[src/rtl/st7735_pattern_gen_pkg.sv]
// Shared definitions for the ST7735 pixel source: frame defaults, the
// RGB565 colours used by the bar pattern, mode encodings and FSM states.
package st7735_pkg;

    // Panel geometry used when a parent does not override it
    localparam int DEFAULT_WIDTH  = 128;
    localparam int DEFAULT_HEIGHT = 160;

    // RGB565 colours, {R[4:0], G[5:0], B[4:0]}
    localparam logic [15:0] RGB_WHITE   = 16'hFFFF;
    localparam logic [15:0] RGB_YELLOW  = 16'hFFE0;
    localparam logic [15:0] RGB_CYAN    = 16'h07FF;
    localparam logic [15:0] RGB_GREEN   = 16'h07E0;
    localparam logic [15:0] RGB_MAGENTA = 16'hF81F;
    localparam logic [15:0] RGB_RED     = 16'hF800;
    localparam logic [15:0] RGB_BLUE    = 16'h001F;
    localparam logic [15:0] RGB_BLACK   = 16'h0000;

    // Pattern selection as driven on the mode input
    typedef enum logic [1:0] {
        MODE_SOLID    = 2'd0,
        MODE_BARS     = 2'd1,
        MODE_CHECKER  = 2'd2,
        MODE_GRADIENT = 2'd3
    } pattern_mode_t;

    // Frame sequencer states
    typedef enum logic {
        ST_IDLE   = 1'b0,
        ST_STREAM = 1'b1
    } gen_state_t;

    // Classic colour-bar order, brightest on the left, black on the right
    function automatic logic [15:0] bar_color(input logic [2:0] bar);
        logic [15:0] c;
        case (bar)
            3'd0:    c = RGB_WHITE;
            3'd1:    c = RGB_YELLOW;
            3'd2:    c = RGB_CYAN;
            3'd3:    c = RGB_GREEN;
            3'd4:    c = RGB_MAGENTA;
            3'd5:    c = RGB_RED;
            3'd6:    c = RGB_BLUE;
            default: c = RGB_BLACK;
        endcase
        return c;
    endfunction

endpackage

[src/rtl/st7735_pattern_gen_if.sv]
// Pixel stream between the pattern generator and the ST7735 driver.
// The generator is the master; a transfer happens when valid and ready
// are both high on a rising clock edge.
interface st7735_pattern_gen_if;

    logic [15:0] data;
    logic        valid;
    logic        ready;
    logic        first;
    logic        last;

    modport master (
        output data,
        output valid,
        output first,
        output last,
        input  ready
    );

    modport slave (
        input  data,
        input  valid,
        input  first,
        input  last,
        output ready
    );

endinterface

[src/rtl/st7735_pattern_color.sv]
// Registered colour lookup. The parent presents the coordinates of the
// pixel it is about to show and pulses load; the colour appears on the
// output register one clock later, so the pixel bus is never combinational.
module st7735_pattern_color
    import st7735_pkg::*;
#(
    parameter int          WIDTH       = DEFAULT_WIDTH,
    parameter logic [15:0] SOLID_COLOR = RGB_RED,
    parameter int          CHECK_SHIFT = 3,
    parameter int          XW          = 7,
    parameter int          YW          = 8
) (
    input  logic          clk,
    input  logic          rst,
    input  logic          load,
    input  pattern_mode_t mode,
    input  logic [XW-1:0] x,
    input  logic [YW-1:0] y,
    input  logic [4:0]    frame_cnt,
    output logic [15:0]   color
);

    // Bars are WIDTH/8 pixels wide; anything past the eighth bar stays on
    // the last (black) bar when WIDTH is not a multiple of eight.
    localparam int BAR_W = (WIDTH >= 8) ? (WIDTH / 8) : 1;

    logic [31:0] x_ext;
    logic [31:0] y_ext;
    logic [31:0] bar_idx;
    logic [2:0]  bar;
    logic [15:0] next_color;

    // Colour of the pixel at (x, y) for the selected pattern. Coordinates
    // are widened first so the gradient fields and checker bit can be taken
    // at fixed positions regardless of the frame geometry.
    always_comb begin
        x_ext      = 32'(x);
        y_ext      = 32'(y);
        bar_idx    = x_ext / BAR_W;
        bar        = (bar_idx > 32'd7) ? 3'd7 : bar_idx[2:0];
        next_color = SOLID_COLOR;
        case (mode)
            MODE_SOLID: begin
                next_color = SOLID_COLOR;
            end
            MODE_BARS: begin
                next_color = bar_color(bar);
            end
            MODE_CHECKER: begin
                next_color = ((((x_ext >> CHECK_SHIFT) ^ (y_ext >> CHECK_SHIFT)) & 32'd1) != 32'd0)
                             ? RGB_WHITE : RGB_BLACK;
            end
            MODE_GRADIENT: begin
                next_color = {x_ext[6:2], y_ext[7:2], frame_cnt};
            end
            default: begin
                next_color = SOLID_COLOR;
            end
        endcase
    end

    // Output register: updated only when the parent moves to a new pixel,
    // so the colour holds while the driver stalls.
    always_ff @(posedge clk) begin
        if (rst) begin
            color <= '0;
        end else if (load) begin
            color <= next_color;
        end
    end

endmodule

[src/rtl/st7735_pattern_gen.sv]
// Test-pattern pixel source for the ST7735 driver. A frame request streams
// WIDTH x HEIGHT RGB565 pixels in raster order over a valid/ready handshake.
// Every output is registered; ready only ever feeds flop inputs.
module st7735_pattern_gen
    import st7735_pkg::*;
#(
    parameter int          WIDTH       = DEFAULT_WIDTH,
    parameter int          HEIGHT      = DEFAULT_HEIGHT,
    parameter logic [15:0] SOLID_COLOR = 16'hF800,
    parameter int          CHECK_SHIFT = 3
) (
    input  logic                      clk,
    input  logic                      rst,
    input  logic                      frame_req,
    input  logic [1:0]                mode,
    output logic                      busy,
    output logic                      frame_done,
    st7735_pattern_gen_if.master      pix
);

    localparam int XW = (WIDTH  > 1) ? $clog2(WIDTH)  : 1;
    localparam int YW = (HEIGHT > 1) ? $clog2(HEIGHT) : 1;

    localparam logic [XW-1:0] X_MAX = XW'(WIDTH - 1);
    localparam logic [YW-1:0] Y_MAX = YW'(HEIGHT - 1);

    gen_state_t    state;
    pattern_mode_t mode_r;
    logic [XW-1:0] x;
    logic [YW-1:0] y;
    logic [4:0]    frame_cnt;
    logic          pending;
    logic          valid_r;
    logic          first_r;
    logic          last_r;
    logic          busy_r;
    logic          done_r;

    logic          xfer;
    logic          start;
    logic [XW-1:0] nx;
    logic [YW-1:0] ny;
    logic          load;
    logic [XW-1:0] ld_x;
    logic [YW-1:0] ld_y;
    pattern_mode_t ld_mode;
    logic [15:0]   color_q;

    // Handshake decode, raster successor of the current pixel, and the
    // coordinates/mode handed to the colour lookup. On a frame start the
    // lookup gets (0,0) with the live mode input so the first pixel is
    // ready the very next cycle; otherwise it gets the successor pixel.
    always_comb begin
        xfer  = valid_r & pix.ready;
        start = (state == ST_IDLE) & (frame_req | pending);
        if (x == X_MAX) begin
            nx = '0;
            ny = y + YW'(1);
        end else begin
            nx = x + XW'(1);
            ny = y;
        end
        load    = start | (xfer & ~last_r);
        ld_x    = start ? '0 : nx;
        ld_y    = start ? '0 : ny;
        ld_mode = start ? pattern_mode_t'(mode) : mode_r;
    end

    st7735_pattern_color #(
        .WIDTH       (WIDTH),
        .SOLID_COLOR (SOLID_COLOR),
        .CHECK_SHIFT (CHECK_SHIFT),
        .XW          (XW),
        .YW          (YW)
    ) u_color (
        .clk       (clk),
        .rst       (rst),
        .load      (load),
        .mode      (ld_mode),
        .x         (ld_x),
        .y         (ld_y),
        .frame_cnt (frame_cnt),
        .color     (color_q)
    );

    // Frame sequencer: owns the coordinates, the one-deep request queue,
    // the frame counter and all handshake flags. A request during a frame
    // (including on the final transfer) is remembered and launches the next
    // frame right after frame_done; a reset drops everything immediately.
    always_ff @(posedge clk) begin
        if (rst) begin
            state     <= ST_IDLE;
            mode_r    <= MODE_SOLID;
            x         <= '0;
            y         <= '0;
            frame_cnt <= '0;
            pending   <= 1'b0;
            valid_r   <= 1'b0;
            first_r   <= 1'b0;
            last_r    <= 1'b0;
            busy_r    <= 1'b0;
            done_r    <= 1'b0;
        end else begin
            done_r <= 1'b0;
            case (state)
                ST_IDLE: begin
                    if (start) begin
                        state   <= ST_STREAM;
                        mode_r  <= pattern_mode_t'(mode);
                        x       <= '0;
                        y       <= '0;
                        pending <= 1'b0;
                        valid_r <= 1'b1;
                        busy_r  <= 1'b1;
                        first_r <= 1'b1;
                        last_r  <= (X_MAX == '0) && (Y_MAX == '0);
                    end
                end
                ST_STREAM: begin
                    if (frame_req) begin
                        pending <= 1'b1;
                    end
                    if (xfer) begin
                        if (last_r) begin
                            state     <= ST_IDLE;
                            x         <= '0;
                            y         <= '0;
                            valid_r   <= 1'b0;
                            busy_r    <= 1'b0;
                            first_r   <= 1'b0;
                            last_r    <= 1'b0;
                            done_r    <= 1'b1;
                            frame_cnt <= frame_cnt + 5'd1;
                        end else begin
                            x       <= nx;
                            y       <= ny;
                            first_r <= 1'b0;
                            last_r  <= (nx == X_MAX) && (ny == Y_MAX);
                        end
                    end
                end
                default: begin
                    state <= ST_IDLE;
                end
            endcase
        end
    end

    assign pix.data   = color_q;
    assign pix.valid  = valid_r;
    assign pix.first  = first_r;
    assign pix.last   = last_r;
    assign busy       = busy_r;
    assign frame_done = done_r;

endmodule
[src/flat_wrapper.sv]
// flat-port wrapper written by rule: the top's interface ports become plain ports
module st7735_pattern_gen_flat import st7735_pkg::*;
#(
    parameter int          WIDTH       = DEFAULT_WIDTH,
    parameter int          HEIGHT      = DEFAULT_HEIGHT,
    parameter logic [15:0] SOLID_COLOR = 16'hF800,
    parameter int          CHECK_SHIFT = 3
)
  (clk, rst, frame_req, mode, busy, frame_done, pix_data, pix_valid, pix_first, pix_last, pix_ready);
  st7735_pattern_gen_if pix_i ();
  input  logic clk;
  input  logic rst;
  input  logic frame_req;
  input  logic [1:0] mode;
  output logic busy;
  output logic frame_done;
  output wire logic [$bits(pix_i.data)-1:0] pix_data;
  output wire logic [$bits(pix_i.valid)-1:0] pix_valid;
  output wire logic [$bits(pix_i.first)-1:0] pix_first;
  output wire logic [$bits(pix_i.last)-1:0] pix_last;
  input wire logic [$bits(pix_i.ready)-1:0] pix_ready;
  assign pix_data = pix_i.data;
  assign pix_valid = pix_i.valid;
  assign pix_first = pix_i.first;
  assign pix_last = pix_i.last;
  assign pix_i.ready = pix_ready;
  st7735_pattern_gen #(.WIDTH(WIDTH), .HEIGHT(HEIGHT), .SOLID_COLOR(SOLID_COLOR), .CHECK_SHIFT(CHECK_SHIFT)) u_core (.clk(clk), .rst(rst), .frame_req(frame_req), .mode(mode), .busy(busy), .frame_done(frame_done), .pix(pix_i));
endmodule
[config.mk]
export PLATFORM = sky130hd
export DESIGN_NAME = st7735_pattern_gen_flat
export DESIGN_NICKNAME = d
export VERILOG_FILES = /design/src/rtl/st7735_pattern_gen_pkg.sv /design/src/rtl/st7735_pattern_gen_if.sv /design/src/rtl/st7735_pattern_color.sv /design/src/rtl/st7735_pattern_gen.sv /design/src/flat_wrapper.sv
export SDC_FILE = /design/constraint.sdc
export NUM_CORES = 1
export LEC_CHECK = 0
export CAP_MARGIN = 10
export CORE_MARGIN = 2
export CORE_UTILIZATION = 40
export DETAILED_ROUTE_END_ITERATION = 6
export PLACE_DENSITY = 0.72
export SETUP_SLACK_MARGIN = 0.05
export SLEW_MARGIN = 20
export SYNTH_ARGS = -nofsm -noshare
export SYNTH_HDL_FRONTEND = slang
export SYNTH_SLANG_ARGS = --single-unit
export TNS_END_PERCENT = 100
[constraint.sdc]
create_clock -name clk -period 1.95 [get_ports clk]
set_input_delay 0.585 -clock clk [delete_from_list [all_inputs] [get_ports clk]]
set_output_delay 0.585 -clock clk [all_outputs]
set_load 0.01 [all_outputs]
Yosys cells after proc, flatten, opt, wreduce, memory -nomap -nowiden
Index checks and enable logic that the tools add are counted.

Bits in registers: 44. Bits in latches: 0. Bits in writable memories: 0. Memory bits (read-only): 0. Bits of input ports: 6. Output and inout bits: 21. Memories kept: 0.

Add/sub/neg operators: 3. $mul: 0. Divide/modulo/power cells: 0. Order comparisons: 1. Equal/unequal tests: 16. Shifts and indexed selects: 0. Multiplexer cells: 34. Bitwise logic cells: 9. Reduce and logical (&&, ||, !) cells: 8.

Operators with widths (number): case mux 16 bit (7 select lines) (1); case mux 16 bit (4 select lines) (1); two-way mux 8 bit (5); two-way mux 7 bit (5); two-way mux 16 bit (1); case mux 8 bit (2 select lines) (1); equality test 7 bit (second input constant) (2); case mux 7 bit (2 select lines) (1); two-way mux 1 bit (12); case mux 1 bit (2 select lines) (5); equality test 3 bit (second input constant) (3); adder 8 x 1 -> 8 bit (second input constant) (1); equality test 8 bit (second input constant) (1); adder 7 x 1 -> 7 bit (second input constant) (1); equality test 3 x 2 -> 1 bit (second input constant) (2); inequality test 2 bit (second input constant) (3); AND reduction 3 bit (2); adder 5 x 1 -> 5 bit (second input constant) (1); equality test 2 bit (second input constant) (2); AND reduction 2 bit (2); AND 1 bit (3); equality test 3 x 1 -> 1 bit (second input constant) (1); greater-than comparator 3 bit (second input constant) (1); zero test 3 bit (1); other kinds (10) (13).

Depth between registers and ports, before layout
Word-level depth: 8. Mapped depth: 8. Mapped depth without buffers: 7.

Modules after synthesis
Synthesis repeated with hierarchy kept, for this count alone.

Cells, all modules: 288. Area total of the unflattened synthesis: 2274.7 um^2.

By module, submodules not included: st7735_pattern_gen (instances 1, cells each 205, area each 1577.8 um^2, sequential area each 560.5 um^2); st7735_pattern_color (instances 1, cells each 83, area each 696.9 um^2, sequential area each 320.3 um^2).

Least setup slack after synthesis
No wires, ideal clock.

Path kind: register to register. From: register u_core.x[1]. To: register u_core.u_color.color[11]. Library setup time: 140 ps. Arrival time: 1875 ps. Setup slack: -65 ps. Stages on the path, launching flop included: 8. Period minus slack after synthesis: 2015 ps. Cells stage by stage: dfxtp_1 ha_1 buf_2 nand3_4 or2_4 a21o_1 a2111oi_4 a211oi_1.

Longest elaborated chain between the ends: 8. Elaborated cells on any way between the ends: 19. Classes of those cells: 1 x add/sub; 1 x order compare; 7 x eq/ne; 8 x mux; 1 x bitwise; 1 x reduce/logical.

Ends and longest elaborated chain: from (decl) (RTL line st7735_pattern_gen.sv:29) `logic [XW-1:0] x;`; from (signal assigned) (RTL line st7735_pattern_gen.sv:135) `x <= nx;`; adder 7 x 1 -> 7 bit / equality test 7 bit (equally long branches) (RTL line st7735_pattern_gen.sv:60, st7735_pattern_gen.sv:56); two-way mux 7 bit (RTL line st7735_pattern_gen.sv:56) `if (x == X_MAX) begin`; two-way mux 7 bit (RTL line st7735_pattern_gen.sv:64) `ld_x = start ? '0 : nx;`; greater-than comparator 3 bit (RTL line st7735_pattern_color.sv:40) `bar = (bar_idx > 32'd7) ? 3'd7 : bar_idx[2:0];`; two-way mux 3 bit (RTL line st7735_pattern_color.sv:40); equality test 3 bit, or another cell as far along (RTL line st7735_pattern_gen_pkg.sv:36) `case (bar)`; case mux 16 bit (7 select lines) (RTL line st7735_pattern_gen_pkg.sv:36); case mux 16 bit (4 select lines) * (RTL line st7735_pattern_color.sv:42) `case (mode)`; to (signal assigned) (RTL line st7735_pattern_color.sv:68) `color <= next_color;`; to (decl) (RTL line st7735_pattern_color.sv:20) `output logic [15:0] color`.

Every way passes the cells marked *; elsewhere a longest branch is shown, timed or not. A chain may end at the register's enable or synchronous reset.

Final worst setup path
From: register u_core.x[0]. To: register u_core.u_color.color[3].

Same word-level chain as after synthesis.

==> flow_summary.ini <==
[timing]
hold_violations = 0
timing.fmax_mhz = 537
skew_ns = 0.0139
setup_violations = 0
max-slew-margin-rel_pct = 67.3
slew_violations = 0
period_minus_slack_ns = 1.86
period_share_pct = 95.6
rsz0062_at_grt = yes
tightest_slew_ns = 0.489

[finish]
fin_util_pct = 55.3
design_area_mm2 = 0.00322
final_cell_mix = buf_4 (40), nor2_1 (36), dfxtp_1 (36)
synthToLayoutAreaGrowth_pct = 35.7
final_common_cell = buf_4
drive_above_1_share_pct = 27.0
nets = 346
antenna_cells = 0

[grt]
antenna_found_initial = 0
grt_use_total_pct = 19.8
grt_pass1_vias = 2095
grt_max_degree = 28
grt-ovfl-total = 0
grt_pass1_wl_um = 10000

[synthesis]
synth_cell_types = 57
seq_area_frac_synth_pct = 37.1
syn_inst = 280
synthArstFlopShare_pct = 0
ys_warn_count = 0
yosysTopAreaCellShare_pct = 37.1
synth_area_leaders = dfxtp_1 (37%), nor2_1 (6.0%), a22oi_1 (5.1%)
ys_ff_latch = 44
synth_top_area_cell = dfxtp_1
syn_nets = 290
avgSynthCellArea_um2 = 8.47
synth_edf_count = 0
syn_area_mm2 = 0.00237
synth_top_flop_cell = dfxtp_1

[floorplanning]
fp.dieH_um = 81.0
fp-row-count = 28
initial_core_util_pct = 40.8
die_x_um = 81.0
die-area_mm2 = 0.00656
core-area_mm2 = 0.00582
io_pins = 27

[clock_tree]
clk_pin_slew_worst_paths_ns = 0.10
cts_buffers = 5
clock_latency_ns = 0.31
htreeDepth = 2
clock-sinks = 44
cts_buffer_depth = 2
cts_tree = yes
root_buffer = clkbuf_8

[worst_setup_path]
arrival_ns = 2.11
critPathLaunchType = register
worstPathMaxFanout = 8
cp.required_ns = 2.20
endpoint_kind = register
crit_type = reg -> reg
r2r_slack_ns = 0.09

[flow_run]
cap_violations = 0

[placement]
place_area_mm2 = 0.00293
gp_congestion = 0.880
hpwl_um = 4560
portBuffers = 26

[hold_path]
hp-class = reg -> reg

[detailed_routing]
vias = 2343
drt-initial-drc-count = 140
detail-route-antenna-nets = 0
drt_first_pass_iters = 4
drc = 0
avgRoutedWirePerCell_um = 14.9
vias_per_cell = 5.69
wirelength_um = 6160

[power]
power_density_mw_per_mm2 = 571
p_leak_nw = 1.18
irDropWorstVdd_mv = 0.268
power_mw = 1.84

[outcome]
outcome = finished clean
timing repair:
action                     CTS  global route
setup endpoints to repair   26            34
gates resized for setup     15            27
hold buffers                 0             0
setup buffers                2             1
pin swaps                    7            11
final cells by class:
| cell class | instances | area, µm² |
|---|---|---|
| Inverter | 4 | 15.0 |
| Tap cell | 75 | 93.8 |
| Clock buffer | 5 | 68.8 |
| Timing Repair Buffer | 66 | 566 |
| Fill cell | 527 | 2600 |
| Clock inverter | 3 | 23.8 |
| Sequential cell | 44 | 896 |
| Multi-Input combinational cell | 215 | 1560 |
state kept, by name, indices dropped and copies added (netlist names):
| name | cells |
|---|---|
| u_core.u_color.color | 16 |
| u_core.y | 8 |
| u_core.x | 7 |
| u_core.frame_cnt | 5 |
| u_core.mode_r | 2 |
| u_core.frame_done | 1 |
| u_core.pending | 1 |
| u_core.pix.first | 1 |
| u_core.pix.last | 1 |
| u_core.pix.valid | 1 |
| u_core.state | 1 |
cells by family after synthesis:
logic type                 count (synthesis)  share of synthesized area [%]
AOI/OAI and AO/OA                         82                           25.0
xor gates and xnor gates                  13                           5.12
adders and majority gates                  4                           2.11
DFF                                       44                           37.1
and+or+nand+nor                          114                           25.5
muxes                                      2                          0.897
buffers and inverters                     21                           4.27
final timing paths:
path	cells past startpoint	endpoint	from
min reg2reg	2	u_core.pix.first	u_core.pix.first
min	2	u_core.pix.first	u_core.pix.first
max	8	u_core.u_color.color[3]	u_core.x[0]
max reg2reg	8	u_core.u_color.color[3]	u_core.x[0]
cells in the mapped netlist, types with 2 or more instances:
library cell   n
nor4_2         2
nand2_1       25
a311oi_1       3
inv_1          4
nand4_1        5
a31oi_1        6
o21ai_0       16
nand3_1        7
clkbuf_1       5
a22oi_1       16
xnor2_1        2
ha_1           4
a21oi_1       19
nor2_1        38
or3_1          3
and3_1         3
nand4b_1       2
xor2_1        10
dfxtp_1       44
nor3_1         8
buf_2          6
buf_1          3
a21o_1         2
nand3b_1       4
a211oi_1       6
nor4_1         5
buf_4          2
critical path, cell delays in order, from the launching register on:
cell and delay, ns:
dfxtp_2 0.36, ha_4 0.15, nand3_4 0.13, or2_4 0.27
buf_4 0.16, a211oi_4 0.33, buf_4 0.19, a211oi_4 0.05
o21ai_0 0.16
routing by layer:
layer / vias up / global-route usage, % / part of all wire (%)
met5: - / 0 / 0
met4: 0 / 6.61 / 1.6
met3: 9 / 3.89 / 3.9
met2: 46 / 34.2 / 50
met1: 1147 / 24.7 / 44
li1: 1141 / - / -
stage by stage:
step                      std cells  worst slack (ns)  setup TNS [ns]  hold slack [ns]
after floorplan                 280            0.0694               0            0.467
after global placement          401            -0.474          -11.28            0.466
after detailed placement        401            -0.550          -12.54            0.470
after CTS                       411            0.0559               0            0.496
after global routing            412          -0.00766         -0.0206            0.529
final                           412            0.0866               0            0.493
power breakdown:
part / internal (mW) / switching (mW)
combinational: 0.137 / 0.152
sequential: 0.924 / 0.0264
clock: 0.254 / 0.344
total: 1.32 / 0.523
No activity file was read; power rests on OpenSTA's default activity.
